**config.mk**
```make
export PLATFORM = sky130hd
export DESIGN_NAME = spectrum_bar_buffer
export DESIGN_NICKNAME = d
export VERILOG_FILES = /design/src/rtl/spectrum_pkg.sv /design/src/rtl/bar_scale.sv /design/src/rtl/spectrum_bar_buffer.sv
export SDC_FILE = /design/constraint.sdc
export NUM_CORES = 1
export LEC_CHECK = 0
export ABC_AREA = 1
export CORE_ASPECT_RATIO = 0.6
export CORE_MARGIN = 2
export CORE_UTILIZATION = 60
export CTS_CLUSTER_DIAMETER = 200
export DETAILED_ROUTE_END_ITERATION = 16
export MAX_ROUTING_LAYER = met4
export PLACE_DENSITY = 0.79
export SYNTH_ARGS = -nofsm -noshare
export SYNTH_HDL_FRONTEND = slang
export SYNTH_HIERARCHICAL = 1
export SYNTH_SLANG_ARGS = --single-unit
export TNS_END_PERCENT = 30
```
**constraint.sdc**
```tcl
create_clock -name clk -period 6.4 [get_ports clk]
set_clock_uncertainty 0.2 [all_clocks]
set_input_delay 1.28 -clock clk [delete_from_list [all_inputs] [get_ports clk]]
set_output_delay 1.28 -clock clk [all_outputs]
set_load 0.01 [all_outputs]
```
**src/rtl/spectrum_pkg.sv**
```systemverilog
// Shared constants for the spectrum bar display: bin geometry, scaling and frame timing.
// The colour stage imports HSTART/BIN_W from here so both sides agree on column spans.
package spectrum_pkg;

  localparam int NBINS  = 10;
  localparam int HSTART = 143;
  localparam int BIN_W  = 40;
  localparam int MAG_W  = 16;
  localparam int SHIFT  = 7;
  localparam int MAX_H  = 480;
  localparam int DECAY  = 4;
  localparam int VSWAP  = 512;
  localparam int H_W    = 9;

  typedef logic [H_W-1:0] height_t;

  // Column bounds: bin k covers BIN_BOUND[k] .. BIN_BOUND[k+1]-1.
  // Bin frequencies: 0=100Hz 1=150Hz 2=200Hz 3=250Hz 4=300Hz
  //                  5=350Hz 6=400Hz 7=450Hz 8=500Hz 9=550Hz
  localparam logic [9:0] BIN_BOUND [NBINS+1] = '{
    10'd143, 10'd183, 10'd223, 10'd263, 10'd303, 10'd343,
    10'd383, 10'd423, 10'd463, 10'd503, 10'd543
  };

  // Held bar after one frame of decay, floored at zero.
  function automatic height_t sat_decay(input height_t h);
    return (h >= height_t'(DECAY)) ? height_t'(h - height_t'(DECAY)) : '0;
  endfunction

endpackage

```
**src/rtl/bar_scale.sv**
```systemverilog
// Scales a raw bin magnitude down to screen lines and clamps it to the display height.
module bar_scale
  import spectrum_pkg::*;
(
  input  logic [MAG_W-1:0] mag,
  output logic [H_W-1:0]   height
);

  logic [MAG_W-SHIFT-1:0] scaled;

  assign scaled = mag[MAG_W-1:SHIFT];
  assign height = (scaled > (MAG_W-SHIFT)'(MAX_H)) ? H_W'(MAX_H) : H_W'(scaled);

endmodule

```
**src/rtl/spectrum_bar_buffer.sv**
```systemverilog
// Double-buffered bar height store: new heights collect in pending and are merged into
// the displayed set with peak-hold decay once per frame, during vertical blanking.
module spectrum_bar_buffer
  import spectrum_pkg::*;
(
  input  logic             clk,
  input  logic             clr,
  input  logic             pix_en,
  input  logic [9:0]       vcs,
  input  logic [9:0]       hcs,
  input  logic             mag_valid,
  input  logic [3:0]       bin_idx,
  input  logic [MAG_W-1:0] mag,
  output logic [H_W-1:0]   hight,
  output logic             frame_tick
);

  height_t pending   [NBINS];
  height_t disp      [NBINS];
  height_t next_disp [NBINS];
  height_t scaled_h;
  logic    swap_tick;
  logic    wr_ok;

  bar_scale u_scale (
    .mag    (mag),
    .height (scaled_h)
  );

  assign swap_tick = pix_en && (vcs == 10'(VSWAP)) && (hcs == 10'd0);
  assign wr_ok     = mag_valid && (bin_idx < 4'(NBINS));

  always_comb begin
    for (int k = 0; k < NBINS; k++) begin
      next_disp[k] = (pending[k] > sat_decay(disp[k])) ? pending[k] : sat_decay(disp[k]);
    end
  end

  // Both arrays are reset so a mid-frame reset blanks every bar at once.
  always_ff @(posedge clk) begin
    if (clr) begin
      for (int k = 0; k < NBINS; k++) begin
        pending[k] <= '0;
        disp[k]    <= '0;
      end
      frame_tick <= 1'b0;
    end else begin
      frame_tick <= swap_tick;
      if (swap_tick) begin
        for (int k = 0; k < NBINS; k++) begin
          disp[k]    <= next_disp[k];
          pending[k] <= '0;
        end
      end
      // NOTE: the later non-blocking write overrides the clear above, so a write on the
      // swap cycle survives into the fresh pending set while the commit used the old value.
      if (wr_ok) begin
        pending[bin_idx] <= scaled_h;
      end
    end
  end

  // Zero-latency column decode against constant bounds; spans are disjoint.
  always_comb begin
    // NOTE: default first so every path assigns hight and no latch is inferred.
    hight = '0;
    for (int k = 0; k < NBINS; k++) begin
      if (hcs >= BIN_BOUND[k] && hcs < BIN_BOUND[k+1]) begin
        hight = disp[k];
      end
    end
  end

endmodule

```
==> qor.txt <==
status: finished, final reports clean
first-pass GRT wire length: 52,100 um
Fill cells: 1,621
FF-to-FF End: disp[0][27]$_SDFFCE_PN0P_
nature of the critical path endpoint: primary output
Final ANT Viol Nets: 0
Yosys reg bits: 181
Setup TNS: 0 ns
Synth Cell Area: 12,300 um^2
synth warn: 6
gr usage total: 32.7%
largest cells by area after synthesis: edfxtp_1 44%, ha_1 11%, nand2_1 11%
Post-DP Area: 13,000 um^2
Hold Fails Final Rpt: 0
die area: 21,700 um^2
count of final setup violators: 0
# resized after CTS: 0
worst-case clock buffer depth: 2
vias in the first global route: 9,512
Hold Crit Start: pending[3][0]$_SDFFCE_PN0P_
Port Buf Inserts: 46
worst r2r src: disp[0][29]$_SDFFCE_PN0P_
register area share after synthesis: 44.1%
Register Area: 5430 um^2
vias after detailed routing: 10,600
Slew @ Worst Pin: 1.23 ns
adder and majority gate portion of the synthesized area: 11.2%
dpl hpwl: 24,600 um
detailed router's first-iteration violation count: 1,302
Rel. slew slack: 17.8%
I/O pin cnt: 54
root buffer cell: clkbuf_16
Initial Utilization: 61.3%
cell row count: 40
CTS tree: yes
power density over the cells: 218 nW/um^2
max-cap violation count: 0
Core Area: 20,100 um^2
leading area contributor after synthesis: edfxtp_1
CP cell instances: clkdlybuf4s50_1 > nor3_1 > nand2_1 > o21ai_0 > clkinv_1 > nand3_1 > nand4_1 > nor2_1 > nand4_1 > clkdlybuf4s50_1
number of antenna violations at the first check in global routing: 0
final wirelength: 33,500 um
worst skew pair latency: 0.45 ns
largest net degree at the start of global routing: 76
fin crit period: 5.63 ns
crit path DAT: 4.15 ns
WP data required: 4.92 ns
Hold Path End: disp[0][27]$_SDFFCE_PN0P_
gpl congestion: 0.957
CP bufs+invs: 3
total power: 2.97 mW
DIE WIDTH: 189 um
syn avg cell area: 8.47 um^2
CTS Hold Bufs: 0
Leak: 6.33 nW
Synth Area in Simple Gates: 27.4%
number of H-tree levels: 4
cell at the slowest stage of the critical path: clkdlybuf4s50_1
period utilisation layout: 87.9%
Mapped Cells: 1,454
post-synthesis compound-gate area fraction: 9.96%
worst hold path type: reg2reg
Final Cell Area: 13,600 um^2
Max Fclk: 178 MHz
clk sinks: 181
Final #Nets: 1,653
FF-to-FF setup slack: 2.35 ns
critical path startpoint category: primary input
mux cell area share after synthesis: 0%
die height: 115 um
crit-path max cell delay: 0.52 ns
CP Max Fanout: 9
Mapped Nets: 1,608
TritonRoute pass-1 iters: 6
fraction of layout cells with a size suffix above 1: 4.56%
Antenna Cells: 0
Clk pin slew, worst setup/hold paths: 0.07 ns
r2r worst-path depth: 14
maximum vdd drop: 0.000219 V
GRT overflow: 0
RSZ-0062 raised after global routing: no
Synth top area share: 43.9%
fin. max-slew vios: 0
main combinational cell family by area after synthesis: simple AND/OR/NAND/NOR gates
Avg WL per Cell: 18.8 um
Post CTS Setup Buffer Count: 0
DRC viols: 0
hold depth: 2
Multi-input gate area: 6250 um^2
Via density: 5.91
CP delay by family, top: buffers and inverters
synthesis-to-layout area growth: 10.8%
xor-xnor portion of the synthesized cell area: 2.13%
kind of critical path: in2out
count of cell types in the netlist: 42
clock buffer count from CTS: 17
## logic make-up after synthesis
logic type	Yosys count
AO/OA/AOI/OAI	166
XOR/XNOR	30
adder cells (fa/ha/maj)	110
buffers and inverters	165
flip-flops	181
AND/OR/NAND/NOR	802
## cell type report
class / count / area share [%]
clock buffers: 18 / 3.15
clock inverters: 14 / 1.12
inverters: 141 / 3.88
multi-input cells: 1108 / 45.8
flip-flops and latches: 181 / 39.8
well taps: 273 / 2.50
repair buffers: 50 / 3.72
## worst max-delay path by stage
| stage | slack, ns | cells after the start | to | startpoint |
|---|---|---|---|---|
| 2_1_floorplan | 0.77 | 9 | pending[0][0]$_SDFFCE_PN0P_ | hcs[9] |
| 3_3_place_gp | 0.87 | 10 | hight[7] | hcs[6] |
| 3_5_place_dp | 0.88 | 10 | hight[7] | hcs[6] |
| 4_1_cts | 0.87 | 10 | hight[7] | hcs[6] |
| 5_1_grt | 0.69 | 11 | hight[8] | hcs[0] |
| 6_report | 0.77 | 10 | hight[8] | hcs[6] |
## power breakdown
group          switching, mW  leakage, nW  total, mW  internal, mW
Combinational          0.334         4.27      0.504         0.170
Sequential            0.0476         1.79       1.40          1.36
Clock                  0.486        0.275       1.06         0.579
Total                  0.868         6.33       2.97          2.10
## routing by layer
layer	up-vias	share of wire [%]	track usage, %
met5	-	0	-
met4	0	2.2	9.38
met3	58	11	8.85
met2	533	39	42.8
met1	4868	47	48.9
li1	5096	-	-
## per-stage QoR
step                      cells  util (%)  setup slack (ns)  hold WS [ns]
after floorplan            1454         -             0.770         0.354
after global placement     1752      65.0             0.869         0.369
after detailed placement   1752      65.0             0.881         0.376
after CTS                  1784      67.9             0.873         0.392
after global routing       1785      67.9             0.694         0.407
final                      1785      67.9             0.775         0.394
## synthesized netlist by cell type (all sizes together)
library cell	number
xnor2	8
o21bai	1
clkbuf	8
clkinv	14
nand3b	4
nand2	357
o21a	5
a21boi	1
a21oi	50
o221ai	2
a211oi	1
nor3	19
nand4	51
a31oi	1
edfxtp	180
o2111ai	2
xor2	22
buf	16
or2	11
o211a	61
o21ai	31
ha	110
nor4	6
o211ai	6
dfxtp	1
nor2	270
inv	127
o31ai	1
a41oi	4
nand3	84
## sequential cells by signal, indices dropped and copies added (netlist names)
| register | flops |
|---|---|
| pending | 90 |
| frame_tick | 1 |
| disp | 90 |
## worst reg2reg max path: cells and delay by family, from the launching register on
kind / cells / cell delay, ns
DFF: 1 / 0.48
adders and majority gates: 1 / 0.31
AOI/OAI and AO/OA: 4 / 1.11
buffers and inverters: 3 / 0.43
and+or+nand+nor: 6 / 1.28
## layout by cell type (no fill, tap or decap), types with 2 or more instances in the layout
| cell | instances |
|---|---|
| clkinvlp_4 | 3 |
| xnor2_1 | 8 |
| nor2_2 | 4 |
| a21oi_1 | 49 |
| nand3b_1 | 3 |
| inv_1 | 120 |
| edfxtp_1 | 180 |
| ha_1 | 110 |
| o21a_1 | 5 |
| nor2_1 | 265 |
| clkinv_1 | 15 |
| o21ai_1 | 7 |
| o211ai_1 | 6 |
| nand4_1 | 51 |
| o211a_1 | 61 |
| nand3_1 | 82 |
| clkdlybuf4s50_1 | 46 |
| a41oi_1 | 4 |
| xor2_1 | 22 |
| or2_2 | 11 |
| nor4_1 | 5 |
| clkinv_4 | 4 |
| nand3_2 | 2 |
| nand2_1 | 355 |
| buf_4 | 2 |
| inv_2 | 7 |
| nor3_1 | 16 |
| nor3_2 | 3 |
| o21ai_0 | 23 |
| bufinv_16 | 2 |
| clkbuf_16 | 17 |
| o221ai_1 | 2 |
| inv_6 | 3 |
| o2111ai_1 | 2 |
(Power assumes the default switching activity.)
